[src/rtl/debounced_not_bank.sv]
// debounced_not_bank
//   Bank of WIDTH independent input channels sitting between raw board inputs
//   and user logic. Each channel is synchronised to clk, debounced by a small
//   per-channel counter FSM, then passed through a runtime-selectable inverter.
//   Single-cycle rise/fall pulses report accepted level changes on the input
//   side. Inversion never produces a pulse.
//
//   Ports:
//     clk      system clock, rising edge
//     rst_n    asynchronous active-low reset
//     din      raw asynchronous channel inputs          [WIDTH]
//     inv      per-channel invert select (1 = NOT)      [WIDTH]
//     dout     registered debounced (optionally inverted) level [WIDTH]
//     in_rise  one-cycle pulse on an accepted 0->1      [WIDTH]
//     in_fall  one-cycle pulse on an accepted 1->0      [WIDTH]
//     busy     high while any channel is COUNTING
//
//   state       | meaning
//   ------------+-----------------------------------------------------------
//   ST_STABLE   | sampled input equals accepted level, counter held at 0
//   ST_COUNTING | sampled input differs, counting consecutive differing samples
module debounced_not_bank #(
    parameter int WIDTH       = 4,
    parameter int SYNC_STAGES = 2,
    parameter int DEBOUNCE    = 4,
    parameter int CNT_W       = 16
) (
    input  logic             clk,
    input  logic             rst_n,
    input  logic [WIDTH-1:0] din,
    input  logic [WIDTH-1:0] inv,
    output logic [WIDTH-1:0] dout,
    output logic [WIDTH-1:0] in_rise,
    output logic [WIDTH-1:0] in_fall,
    output logic             busy
);

    typedef enum logic {
        ST_STABLE   = 1'b0,
        ST_COUNTING = 1'b1
    } state_t;

    // The leading flop captures the pad, followed by SYNC_STAGES synchroniser
    // flops. A step just before edge 1 is therefore first compared on edge
    // SYNC_STAGES+2 and accepted on edge SYNC_STAGES+DEBOUNCE+1.
    localparam int              CHAIN    = SYNC_STAGES + 1;
    localparam logic [CNT_W-1:0] CNT_LAST = CNT_W'(DEBOUNCE - 1);

    logic [WIDTH-1:0] r_sync [CHAIN];
    state_t           r_state [WIDTH];
    state_t           w_state_nxt [WIDTH];
    logic [CNT_W-1:0] r_cnt [WIDTH];
    logic [CNT_W-1:0] w_cnt_nxt [WIDTH];
    logic [WIDTH-1:0] r_st;
    logic [WIDTH-1:0] w_st_nxt;
    logic [WIDTH-1:0] w_commit;
    logic [WIDTH-1:0] w_s;
    logic             w_busy_nxt;
    logic [WIDTH-1:0] r_dout;
    logic [WIDTH-1:0] r_rise;
    logic [WIDTH-1:0] r_fall;
    logic             r_busy;

    assign w_s = r_sync[CHAIN-1];

    always_ff @(posedge clk or negedge rst_n) begin
        if (!rst_n) begin
            for (int k = 0; k < CHAIN; k++) begin
                r_sync[k] <= '0;
            end
        end else begin
            r_sync[0] <= din;
            for (int k = 1; k < CHAIN; k++) begin
                r_sync[k] <= r_sync[k-1];
            end
        end
    end

    always_comb begin
        w_st_nxt   = r_st;
        w_commit   = '0;
        w_busy_nxt = 1'b0;
        for (int i = 0; i < WIDTH; i++) begin
            w_state_nxt[i] = r_state[i];
            w_cnt_nxt[i]   = r_cnt[i];
            case (r_state[i])
                ST_STABLE: begin
                    if (w_s[i] == r_st[i]) begin
                        w_cnt_nxt[i] = '0;
                    end else if (DEBOUNCE == 1) begin
                        // A single differing sample is enough: accept at once.
                        w_st_nxt[i]  = w_s[i];
                        w_commit[i]  = 1'b1;
                        w_cnt_nxt[i] = '0;
                    end else begin
                        w_cnt_nxt[i]   = CNT_W'(1);
                        w_state_nxt[i] = ST_COUNTING;
                    end
                end
                ST_COUNTING: begin
                    if (w_s[i] == r_st[i]) begin
                        // Bounce: drop the partial count so the next attempt
                        // needs a full window again.
                        w_cnt_nxt[i]   = '0;
                        w_state_nxt[i] = ST_STABLE;
                    end else if (r_cnt[i] == CNT_LAST) begin
                        w_st_nxt[i]    = w_s[i];
                        w_commit[i]    = 1'b1;
                        w_cnt_nxt[i]   = '0;
                        w_state_nxt[i] = ST_STABLE;
                    end else begin
                        w_cnt_nxt[i] = r_cnt[i] + CNT_W'(1);
                    end
                end
                default: begin
                    w_cnt_nxt[i]   = '0;
                    w_state_nxt[i] = ST_STABLE;
                end
            endcase
            if (w_state_nxt[i] == ST_COUNTING) begin
                w_busy_nxt = 1'b1;
            end
        end
    end

    always_ff @(posedge clk or negedge rst_n) begin
        if (!rst_n) begin
            for (int i = 0; i < WIDTH; i++) begin
                r_state[i] <= ST_STABLE;
                r_cnt[i]   <= '0;
            end
            r_st <= '0;
        end else begin
            for (int i = 0; i < WIDTH; i++) begin
                r_state[i] <= w_state_nxt[i];
                r_cnt[i]   <= w_cnt_nxt[i];
            end
            r_st <= w_st_nxt;
        end
    end

    // Events are taken from the input side; inv only affects dout.
    always_ff @(posedge clk or negedge rst_n) begin
        if (!rst_n) begin
            r_dout <= '0;
            r_rise <= '0;
            r_fall <= '0;
            r_busy <= 1'b0;
        end else begin
            r_dout <= w_st_nxt ^ inv;
            r_rise <= w_commit & w_s;
            r_fall <= w_commit & ~w_s;
            r_busy <= w_busy_nxt;
        end
    end

    assign dout    = r_dout;
    assign in_rise = r_rise;
    assign in_fall = r_fall;
    assign busy    = r_busy;

endmodule

[config.mk]
export PLATFORM = sky130hd
export DESIGN_NAME = debounced_not_bank
export DESIGN_NICKNAME = d
export VERILOG_FILES = /design/src/rtl/debounced_not_bank.sv
export SDC_FILE = /design/constraint.sdc
export NUM_CORES = 1
export LEC_CHECK = 0
export ABC_CLOCK_PERIOD_IN_PS = 4900
export CAP_MARGIN = 40
export CELL_PAD_IN_SITES_DETAIL_PLACEMENT = 0
export CELL_PAD_IN_SITES_GLOBAL_PLACEMENT = 1
export CORE_MARGIN = 3
export CORE_UTILIZATION = 48
export DETAILED_ROUTE_END_ITERATION = 6
export DONT_BUFFER_PORTS = 1
export PLACE_DENSITY_LB_ADDON = 0.1
export SLEW_MARGIN = 15
export SYNTH_ARGS = -nofsm -noshare
export SYNTH_HDL_FRONTEND = slang
export SYNTH_SLANG_ARGS = --single-unit
[constraint.sdc]
create_clock -name clk -period 4.9 [get_ports clk]
set_input_delay 0.98 -clock clk [delete_from_list [all_inputs] [get_ports clk]]
set_output_delay 0.98 -clock clk [all_outputs]
set_load 0.01 [all_outputs]
== Word level (Yosys, flattened, before mapping) ==
Cells that the tools add are included.

* Add/sub/neg operators: 4
* Reductions and logical operators: 0
* Div/mod/pow operators: 0
* Magnitude comparators: 0
* Bitwise gates (word level): 8
* Muxes and demuxes: 60
* Eq/ne operators: 8
* Shift-type cells: 0
* Multipliers: 0

{| class="wikitable"
|+ Operator list
! operator !! count
|-
| 16-bit 2-to-1 mux || 8
|-
| 16-bit case mux with 2 select lines || 4
|-
| 16-bit by 1-bit adder with 16-bit output, second input constant || 4
|-
| 16-bit by 2-bit == test with 1-bit output, second input constant || 4
|-
| 1-bit 2-to-1 mux || 44
|-
| 4-bit AND || 2
|-
| 1-bit case mux with 2 select lines || 4
|-
| 1-bit == test || 4
|-
| 1-bit inverter || 4
|-
| 4-bit inverter || 1
|-
| 4-bit bitwise XOR || 1
|}

* Memories kept: 0
* Bits in latches: 0
* Memory bits (read-only): 0
* Register bits after elaboration: 97
* RAM bits: 0
* Word-level logic and storage cells: 96
* Output and inout port bits: 13

== Longest topological paths before layout ==
Gate-level depths: netlist of the first run.

* Depth in word-level cells: 8
* Mapped depth: 7
* Mapped depth without buffers: 5

== Worst setup path before layout of the first run ==
Ideal clock, no wire load.

* Path kind: reg-to-reg
* Start point: register r_cnt[23] in the netlist's numbering
* End point: register r_dout[2] (netlist: dout[2])
* Cell stages (with the launch flop): 5
* Setup time: 0.121 ns
* Required time: 4.779 ns
* Setup slack: 2.838 ns
* Data arrival time: 1.941 ns
* Cell sequence: dfrtp_1 or4_1 or4_4 mux2_4 xor2_1

* Longest elaborated chain between the ends: 5

{| class="wikitable"
|+ Ends and longest elaborated chain
! item !! RTL line !! text
|-
| from (decl) || 52 || <nowiki>logic [CNT_W-1:0] r_cnt [WIDTH];</nowiki>
|-
| from (signal, indexed assignment) || 136 || <nowiki>r_cnt[i] <= w_cnt_nxt[i];</nowiki>
|-
| 16-bit by 2-bit == test with 1-bit output || 106 || <nowiki>end else if (r_cnt[i] == CNT_LAST) begin</nowiki>
|-
| 1-bit 2-to-1 mux || 106 ||
|-
| 1-bit 2-to-1 mux || 101 || <nowiki>if (w_s[i] == r_st[i]) begin</nowiki>
|-
| 1-bit 2-to-1 mux || 86 || <nowiki>case (r_state[i])</nowiki>
|-
| named net w_st_nxt[2] || 55 || <nowiki>logic [WIDTH-1:0] w_st_nxt;</nowiki>
|-
| 4-bit bitwise XOR || 150 || <nowiki>r_dout <= w_st_nxt ^ inv;</nowiki>
|-
| to (signal assigned) || 150 ||
|-
| to (decl) || 59 || <nowiki>logic [WIDTH-1:0] r_dout;</nowiki>
|}

The timed path passes the listed nets, and every way through them passes these cells.

==> impl_metrics.py, run 1 <==
metrics = {
    "outcome": {
        "outcome": "finished clean",
    },
    "sta": {
        "max_freq_mhz": 461.1,
        "worstMarginPinSlew_ns": 0.5796,
        "maxSlewHeadroom_pct": 61.25,
        "rsz0062_at_grt": "no",
        "final_hold_viol_count": 0,
        "setup_slack_ns": 2.731,
        "finalSetupTns_ns": 0,
        "fin_crit_sh_pct": 44.26,
        "setup_viol": 0,
        "fin_crit_ns": 2.169,
        "skew_ns": 0.006108,
        "maxSlewViolCount": 0,
    },
    "setup_path": {
        "reg2reg_slack_ns": 2.73,
        "worst-path-stages": 4,
        "slowest_stage": "or4_1",
        "reg2reg_from": "r_cnt[23]",
        "worst-setup-path-type": "flop to flop",
        "timing.critical_path.from_type": "flop",
        "cpPeakStageDelay_ns": 0.57,
        "cp_data_arrival_time_ns": 2.39,
        "cp.required_ns": 5.12,
        "reg2reg_depth": 4,
        "cp_cell_sequence": "or4_1 -> nor4b_1 -> a21o_1 -> nor2_1",
        "endpoint_kind": "flop",
        "path_delay_family": "simple AND/OR/NAND/NOR gates",
        "cp-startpoint": "r_cnt[23]",
        "cp_max_fo": 15,
        "timing.rr.end": "r_cnt[30]",
        "critPathBufInv": 0,
    },
    "synth": {
        "synth_edf_count": 0,
        "netlist.area_leader.share_pct": 56.53,
        "synth.cell_area_um2": 4294,
        "syn_avg_cell_area_um2": 10.47,
        "synth_area_leaders": "dfrtp_1 (57%), xnor2_1 (7.5%), nor2_1 (5.5%)",
        "ys.flop_type": "dfrtp_1",
        "synth_cell_type_count": 29,
        "yosys.area.top_type": "dfrtp_1",
        "synth_cells": 410,
        "synth_warnings": 0,
        "synthArstFlopShare_pct": 100.0,
        "seq_area_frac_synth_pct": 56.53,
        "synth_nets": 424,
        "ys_ff_latch": 97,
    },
    "layout": {
        "diodes": 0,
        "drive_above_1_share_pct": 6.475,
        "fin_cells": 522,
        "final_common_cell": "dfrtp_1",
        "syn2layout_area_growth_pct": 7.547,
        "nFillCells": 780,
        "fin_nets": 426,
        "final_cell_mix": "dfrtp_1 (97), nor2_1 (63), xnor2_1 (37)",
    },
    "route": {
        "drt_pass1_iterations": 4,
        "totalWireLength_um": 7634,
        "wl_per_cell_um": 14.62,
        "drt_iter0_drc": 120,
        "num_vias": 2816,
        "routed_via_density": 5.395,
        "drc_errors": 0,
        "detail-route-antenna-nets": 0,
    },
    "global_routing": {
        "grtUsageMet3_pct": 4.775,
        "grt_use_met2_pct": 24.81,
        "antenna_found_initial": 0,
        "grt_busiest_layer": "met2",
        "grt_pass1_wl_um": 13410,
        "grt_use_met1_pct": 23.79,
        "overflow": 0,
        "grtUsageTotal_pct": 16.69,
        "grt_start_max_net_pins": 98,
        "grt_pass1_vias": 2818,
    },
    "floorplanning": {
        "fp.dieArea_um2": 10120,
        "io_pins": 23,
        "initial_core_util_pct": 50.73,
        "die_h_um": 100.6,
        "die_x_um": 100.6,
        "rows": 33,
        "fp.coreArea_um2": 8464,
    },
    "clocking": {
        "hold_buffers": 0,
        "post-cts-setup-buffers": 0,
        "clk_pin_slew_ns": 0.09,
        "clk_path_buf_depth": 2,
        "cts_sinks": 97,
        "cts_root_buf": "clkbuf_8",
        "cts_tree": "yes",
        "htreeDepth": 3,
        "cts_resized": 0,
        "clk_latency_ns": 0.35,
        "cts_buffers": 9,
    },
    "placement": {
        "place_ws_ns": 2.755,
        "place_inst": 506,
        "port_buffers": 0,
        "dp_hpwl_um": 5058,
        "gp_congestion": 0.7792,
    },
    "flow_run": {
        "cap_violations": 0,
    },
    "pwr": {
        "leakage_nw": 1.845,
        "power_density_nw_per_um2": 402.0,
        "vdd_ir_drop_max_v": 0.0001870,
    },
    "min_path": {
        "hold_path.class": "input pin to async pin",
    },
}
[cells by family after synthesis]
kind of cell / Yosys count / share of synthesized area (%)
AO/OA/AOI/OAI: 17 / 2.244
buffers and inverters: 30 / 2.652
AND/OR/NAND/NOR: 200 / 24.45
adder cells (fa/ha/maj): 4 / 1.166
XOR/XNOR: 58 / 11.83
multiplexers: 4 / 1.136
flip-flops: 97 / 56.53
[area by class of cell]
cell class	instances	area, um2	share of cell area (%)
inverter	21	78.83	1.707
clock buffer	10	137.6	2.980
tap	105	131.4	2.845
sequential	97	2427	52.56
clock inverter	6	90.09	1.951
multi-input combinational	283	1753	37.96
[Yosys cell counts, drive strengths merged (4+ instances only)]
master and count:
dfrtp 97, nor2 63, xnor2 37, nand3 27, inv 21, xor2 21, nand2 20, nand4 19
nor3 17, nor4 17, a21oi 10, clkbuf 8, nor3b 8, nor4b 8, or4 7, and4 4
ha 4, mux2 4, or2 4
[how the worst max path moves through the flow]
| stage | end | slack [ns] |
|---|---|---|
| 2_1_floorplan | dout[2] | 2.84 |
| 3_3_place_gp | dout[2] | 2.80 |
| 3_5_place_dp | dout[2] | 2.76 |
| 4_1_cts | r_cnt[30] | 2.70 |
| 5_1_grt | r_cnt[5] | 2.56 |
| 6_report | r_cnt[30] | 2.73 |
[routing by layer]
layer	part of all wire (%)	wire [um]
met1	52	3947
met2	43	3313
met3	3.9	298
met5	0	0
met4	0.98	75
[metrics by stage]
stage	total power, W	util, %	area [um2]	hold slack [ns]
3_5_place_dp	0.001300	51.87	4390	0.3347
6_report	0.001857	54.56	4618	0.3150
2_1_floorplan	0.001221	-	4294	0.3312
5_1_grt	0.001975	54.56	4618	0.2743
4_1_cts	0.001891	54.56	4618	0.2893
3_3_place_gp	0.001292	51.87	4390	0.3330
[registers in the layout, indices dropped and copies added, names as in the netlist]
register  cells
busy          1
in_rise       4
r_cnt        64
r_state       4
dout          4
r_sync        8
in_fall       4
w_s           4
r_st          4
[power breakdown]
part / switching (W) / internal (W) / leakage (nW) / total [W]
Clock: 0.000279 / 0.000303 / 0.113 / 0.000582
Sequential: 0.0000981 / 0.000893 / 1.29 / 0.000991
Combinational: 0.000178 / 0.000106 / 0.441 / 0.000284
(Power assumes the default switching activity.)
==> run 2, diff against run 1 <==
--- a/config.mk
+++ b/config.mk
@@ -5,7 +5,7 @@
 export SDC_FILE = /design/constraint.sdc
 export NUM_CORES = 1
 export LEC_CHECK = 0
-export ABC_CLOCK_PERIOD_IN_PS = 4900
+export ABC_CLOCK_PERIOD_IN_PS = 2000
 export CAP_MARGIN = 40
 export CELL_PAD_IN_SITES_DETAIL_PLACEMENT = 0
 export CELL_PAD_IN_SITES_GLOBAL_PLACEMENT = 1
==> constraint.sdc (replaced) <==
create_clock -name clk -period 2 [get_ports clk]
set_input_delay 0.4 -clock clk [delete_from_list [all_inputs] [get_ports clk]]
set_output_delay 0.4 -clock clk [all_outputs]
set_load 0.01 [all_outputs]
==> run 2 against run 1 <==
- worst setup slack lost 2.8 ns
- routed wire length is 2.2% higher
- critical path type unchanged
- the flow now finishes with violations (hold timing, setup timing)
- clock skew decreased by 0.0025 ns
- global-route usage rose by 0.53 points
- sequential share of layout area is 2.0 points lower
- non-clock buffer count up 27
- combinational power grew to 3.0 times the previous value
- clock power grew 110%
- cell count is 5.2% higher
- die area unchanged
- register-to-register slack got worse by 2.8 ns
==> impl_metrics.py, run 2 (synthesized netlist as in run 1, its figures left out) <==
metrics = {
    "setup_path": {
        "endpoint_kind": "flop",
        "timing.critical_path.from_type": "flop",
        "reg2reg_slack_ns": -0.04,
        "reg2reg_from": "r_cnt[19]",
        "cp_data_arrival_time_ns": 2.29,
        "cp_max_fo": 2,
        "reg2reg_depth": 4,
        "cp-startpoint": "r_cnt[19]",
        "worst-setup-path-type": "flop to flop",
        "timing.rr.end": "dout[2]",
        "cp.required_ns": 2.25,
        "cp-endpoint": "dout[2]",
    },
    "floorplanning": {
        "fp.coreArea_um2": 8464,
        "rows": 33,
        "fp.dieArea_um2": 10120,
        "io_pins": 23,
        "initial_core_util_pct": 50.73,
        "die_h_um": 100.6,
        "die_x_um": 100.6,
    },
    "placement": {
        "dp_hpwl_um": 5316,
        "port_buffers": 0,
        "place_ws_ns": -0.04482,
        "gp_congestion": 0.8262,
        "place_area_um2": 4606,
    },
    "sta": {
        "finalSetupTns_ns": -0.03871,
        "maxSlewHeadroom_pct": 71.68,
        "max_freq_mhz": 490.5,
        "final_hold_viol_count": 97,
        "skew_ns": 0.003612,
        "setup_slack_ns": -0.03871,
        "fin_crit_ns": 2.039,
        "setup_viol": 1,
        "whs_ns": -0.2703,
        "fin_crit_sh_pct": 101.9,
        "worstMarginPinSlew_ns": 0.4189,
        "rsz0062_at_grt": "yes",
        "maxSlewViolCount": 0,
    },
    "flow_run": {
        "cap_violations": 0,
    },
    "clocking": {
        "clk_pin_slew_ns": 0.09,
        "cts_buffers": 9,
        "clk_latency_ns": 0.35,
        "clk_path_buf_depth": 2,
        "cts_sinks": 97,
        "cts_root_buf": "clkbuf_8",
        "htreeDepth": 3,
        "cts_tree": "yes",
    },
    "pwr": {
        "power_density_nw_per_um2": 927.0,
        "leakage_nw": 1.970,
        "p_sw_share_pct": 30.76,
        "p_int_w": 0.003083,
        "pwr-share-seq_pct": 54.1,
        "clock_power_share_pct": 27.0,
        "p_total_w": 0.004453,
        "switchingPower_w": 0.001370,
        "vdd_ir_drop_max_v": 0.0005019,
        "power.share.combinational_pct": 18.9,
    },
    "layout": {
        "largestRegisters": "r_cnt (64), r_sync (8)",
        "top_register": "r_cnt",
        "largest_reg_flops": 64,
        "diodes": 0,
        "syn2layout_area_growth_pct": 11.86,
        "nFillCells": 739,
        "final_cell_mix": "dfrtp_1 (97), nor2_1 (63), xnor2_1 (37)",
        "drive_above_1_share_pct": 12.61,
        "fin_nets": 453,
        "finalInstanceArea_um2": 4803,
        "final_common_cell": "dfrtp_1",
    },
    "route": {
        "wl_per_cell_um": 14.21,
        "detail-route-antenna-nets": 0,
        "routed_via_density": 5.388,
        "drt_iter0_drc": 111,
        "totalWireLength_um": 7802,
        "drt_pass1_iterations": 4,
        "num_vias": 2958,
        "drc_errors": 0,
    },
    "global_routing": {
        "antenna_found_initial": 0,
        "overflow": 0,
        "grtUsageTotal_pct": 17.22,
        "grt_start_max_net_pins": 98,
        "grt_pass1_vias": 2987,
        "grt_pass1_wl_um": 14030,
    },
    "outcome": {
        "violations": "hold timing, setup timing",
        "outcome": "finished, violations left",
    },
    "min_path": {
        "hold_path.class": "input pin to async pin",
    },
}
run 2: cell count changes in the layout (fill, tap and decap cells not counted):
cell and change:
buf_12 +1, buf_4 +26, bufinv_16 -2, clkbuf_8 +1, clkinv_4 +1, or4_1 -2, or4_4 +2
run 2: layer usage:
metal / wire length [um] / vias up / track usage (%)
met5: 0 / - / 0
met4: 88 / 0 / 4.352
met3: 322 / 8 / 5.121
met2: 3621 / 53 / 26.23
met1: 3770 / 1416 / 24.20
li1: - / 1481 / -
run 2: worst min path at each step:
stage	startpoint	end	slack (ns)	cells after the start
floorplan	rst_n	busy	0.10	0
global placement	rst_n	r_cnt[59]	0.11	0
detailed placement	rst_n	r_cnt[58]	0.11	0
CTS	rst_n	r_cnt[56]	-0.30	0
global route	rst_n	in_fall[0]	-0.31	0
finish	rst_n	r_cnt[56]	-0.27	0
run 2: final cells by class:
cell class	count	area, um2	area share [%]
inverters	21	78.83	1.641
multi-input cells	283	1760	36.65
repair buffers	27	215.2	4.480
clock buffers	11	151.4	3.152
clock inverters	5	38.79	0.8075
well taps	105	131.4	2.735
flip-flops and latches	97	2427	50.53
run 2: what timing repair did:
action                                  4_1_cts  5_1_grt
buffers inserted                              0        0
endpoints found under the setup margin        1        1
pin swaps                                     0        1
gates resized for setup                       2        0
endpoints found under the hold margin        97       97
run 2: power groups by stage:
stage / clock network [W] / logic (W) / registers [W]
floorplan: 0 / 0.000590 / 0.00240
global placement: 0 / 0.000846 / 0.00245
detailed placement: 0 / 0.000849 / 0.00245
CTS: 0.00125 / 0.000856 / 0.00242
global route: 0.00134 / 0.000972 / 0.00246
finish: 0.00120 / 0.000841 / 0.00241
run 2: through the flow:
stage,cells,utilization [%]
finish,549,56.75
global route,549,56.75
CTS,549,56.75
detailed placement,533,54.41
global placement,533,54.41
floorplan,410,-
run 2: critical path, stage by stage, from the launching register on:
cell,delay (ns)
dfrtp_1,0.38
or4_4,0.54
or4_4,0.55
mux2_4,0.32
xor2_1,0.14
==> run 3, diff against run 2 <==
--- a/config.mk
+++ b/config.mk
@@ -5,7 +5,7 @@
 export SDC_FILE = /design/constraint.sdc
 export NUM_CORES = 1
 export LEC_CHECK = 0
-export ABC_CLOCK_PERIOD_IN_PS = 2000
+export ABC_CLOCK_PERIOD_IN_PS = 2420
 export CAP_MARGIN = 40
 export CELL_PAD_IN_SITES_DETAIL_PLACEMENT = 0
 export CELL_PAD_IN_SITES_GLOBAL_PLACEMENT = 1
==> constraint.sdc (replaced) <==
create_clock -name clk -period 2.42 [get_ports clk]
set_input_delay 0.484 -clock clk [delete_from_list [all_inputs] [get_ports clk]]
set_output_delay 0.484 -clock clk [all_outputs]
set_load 0.01 [all_outputs]
==> run 3 against run 2 <==
- the run ends with hold timing left
- cell count down 4.0%
- clock power down 12%
- maximum frequency down 5.3%
- clock-buffer cell count unchanged
- largest cell class unchanged
- highest routed layer unchanged
==> impl_metrics.py, run 3 (synthesized netlist as in run 1, its figures left out) <==
metrics = {
    "outcome": {
        "outcome": "finished, violations left",
        "violations": "hold timing",
    },
    "setup_path": {
        "cp-endpoint": "dout[2]",
        "reg2reg_from": "r_cnt[23]",
        "cp.required_ns": 2.68,
        "timing.critical_path.from_type": "flop",
        "timing.rr.end": "dout[2]",
        "endpoint_kind": "flop",
        "reg2reg_slack_ns": 0.27,
        "cp_max_fo": 6,
        "reg2reg_depth": 4,
        "cp_data_arrival_time_ns": 2.41,
        "cp-startpoint": "r_cnt[23]",
        "worst-setup-path-type": "flop to flop",
    },
    "global_routing": {
        "overflow": 0,
        "antenna_found_initial": 0,
        "grt_pass1_wl_um": 13790,
        "grt_pass1_vias": 2886,
        "grtUsageTotal_pct": 17.19,
        "grt_start_max_net_pins": 98,
    },
    "clocking": {
        "clk_latency_ns": 0.36,
        "cts_resized": 0,
        "cts_tree": "yes",
        "clk_pin_slew_ns": 0.09,
        "clk_path_buf_depth": 2,
        "htreeDepth": 3,
        "post-cts-setup-buffers": 0,
        "cts_sinks": 97,
        "cts_buffers": 9,
        "cts_root_buf": "clkbuf_8",
    },
    "floorplanning": {
        "die_h_um": 100.6,
        "fp.coreArea_um2": 8464,
        "fp.dieArea_um2": 10120,
        "die_x_um": 100.6,
        "rows": 33,
        "initial_core_util_pct": 50.73,
        "io_pins": 23,
    },
    "min_path": {
        "hold_path.class": "input pin to async pin",
    },
    "sta": {
        "rsz0062_at_grt": "no",
        "fin_crit_sh_pct": 88.99,
        "final_hold_viol_count": 97,
        "skew_ns": 0.01063,
        "finalSetupTns_ns": 0,
        "max_freq_mhz": 464.3,
        "maxSlewViolCount": 0,
        "maxSlewHeadroom_pct": 60.30,
        "setup_viol": 0,
        "whs_ns": -0.1908,
        "worstMarginPinSlew_ns": 0.5938,
        "fin_crit_ns": 2.154,
    },
    "route": {
        "routed_via_density": 5.478,
        "detail-route-antenna-nets": 0,
        "totalWireLength_um": 7765,
        "drc_errors": 0,
        "drt_pass1_iterations": 4,
        "wl_per_cell_um": 14.73,
        "num_vias": 2887,
        "drt_iter0_drc": 98,
    },
    "layout": {
        "largestRegisters": "r_cnt (64), r_sync (8)",
        "fin_nets": 431,
        "largest_reg_flops": 64,
        "final_common_cell": "dfrtp_1",
        "top_register": "r_cnt",
        "syn2layout_area_growth_pct": 7.692,
        "fin_cells": 527,
        "diodes": 0,
        "final_cell_mix": "dfrtp_1 (97), nor2_1 (63), xnor2_1 (37)",
        "drive_above_1_share_pct": 7.346,
    },
    "pwr": {
        "leakage_nw": 1.850,
        "vdd_ir_drop_max_v": 0.0005351,
        "power_density_nw_per_um2": 794.5,
        "p_total_w": 0.003674,
    },
    "placement": {
        "dp_hpwl_um": 4996,
        "place_inst": 511,
        "port_buffers": 0,
        "gp_congestion": 0.7838,
    },
    "flow_run": {
        "cap_violations": 0,
    },
}
run 3: how the worst min path moves through the flow:
| stage | end | cells past startpoint | slack (ns) |
|---|---|---|---|
| after floorplan | busy | 0 | 0.19 |
| after global placement | r_cnt[58] | 0 | 0.19 |
| after detailed placement | r_cnt[58] | 0 | 0.19 |
| after CTS | in_rise[2] | 0 | -0.22 |
| after global routing | r_st[2] | 0 | -0.24 |
| final | in_rise[2] | 0 | -0.19 |
run 3: worst max-delay path: stages (launching register included):
cell,delay (ns)
dfrtp_1,0.44
or4_1,0.58
or4_4,0.57
mux2_4,0.32
xor2_1,0.14
run 3: metrics by stage:
stage,setup WS [ns],instance area [um2],util [%],hold slack [ns]
after floorplan,0.3580,4294,-,0.1884
after global placement,0.3049,4428,52.31,0.1908
after detailed placement,0.2923,4428,52.31,0.1912
after CTS,0.2743,4624,54.63,-0.2236
after global routing,0.06703,4624,54.63,-0.2355
final,0.2664,4624,54.63,-0.1908
run 3: metal layers:
metal  up-vias  track usage [%]  share of wire (%)  routed length [um]
li1       1426                -                  -                   -
met1      1402            23.83                 50                3910
met2        49            25.82                 44                3418
met3        10            5.744                4.6                 361
met4         0            4.974               0.97                  75
met5         -                0                  0                   0
run 3: area by class of cell:
class / instances / area (um2)
multi-input cells: 283 / 1753
well taps: 105 / 131.4
repair buffers: 5 / 37.54
flip-flops and latches: 97 / 2427
clock buffers: 11 / 141.4
inverters: 21 / 78.83
fillers: 757 / 3840
clock inverters: 5 / 55.05
run 3: report_power, final:
group | switching [W] | leakage (nW) | internal [W]
clock network | 0.000547 | 0.0953 | 0.000503
registers | 0.000200 | 1.29 | 0.00181
logic | 0.000377 | 0.464 | 0.000241
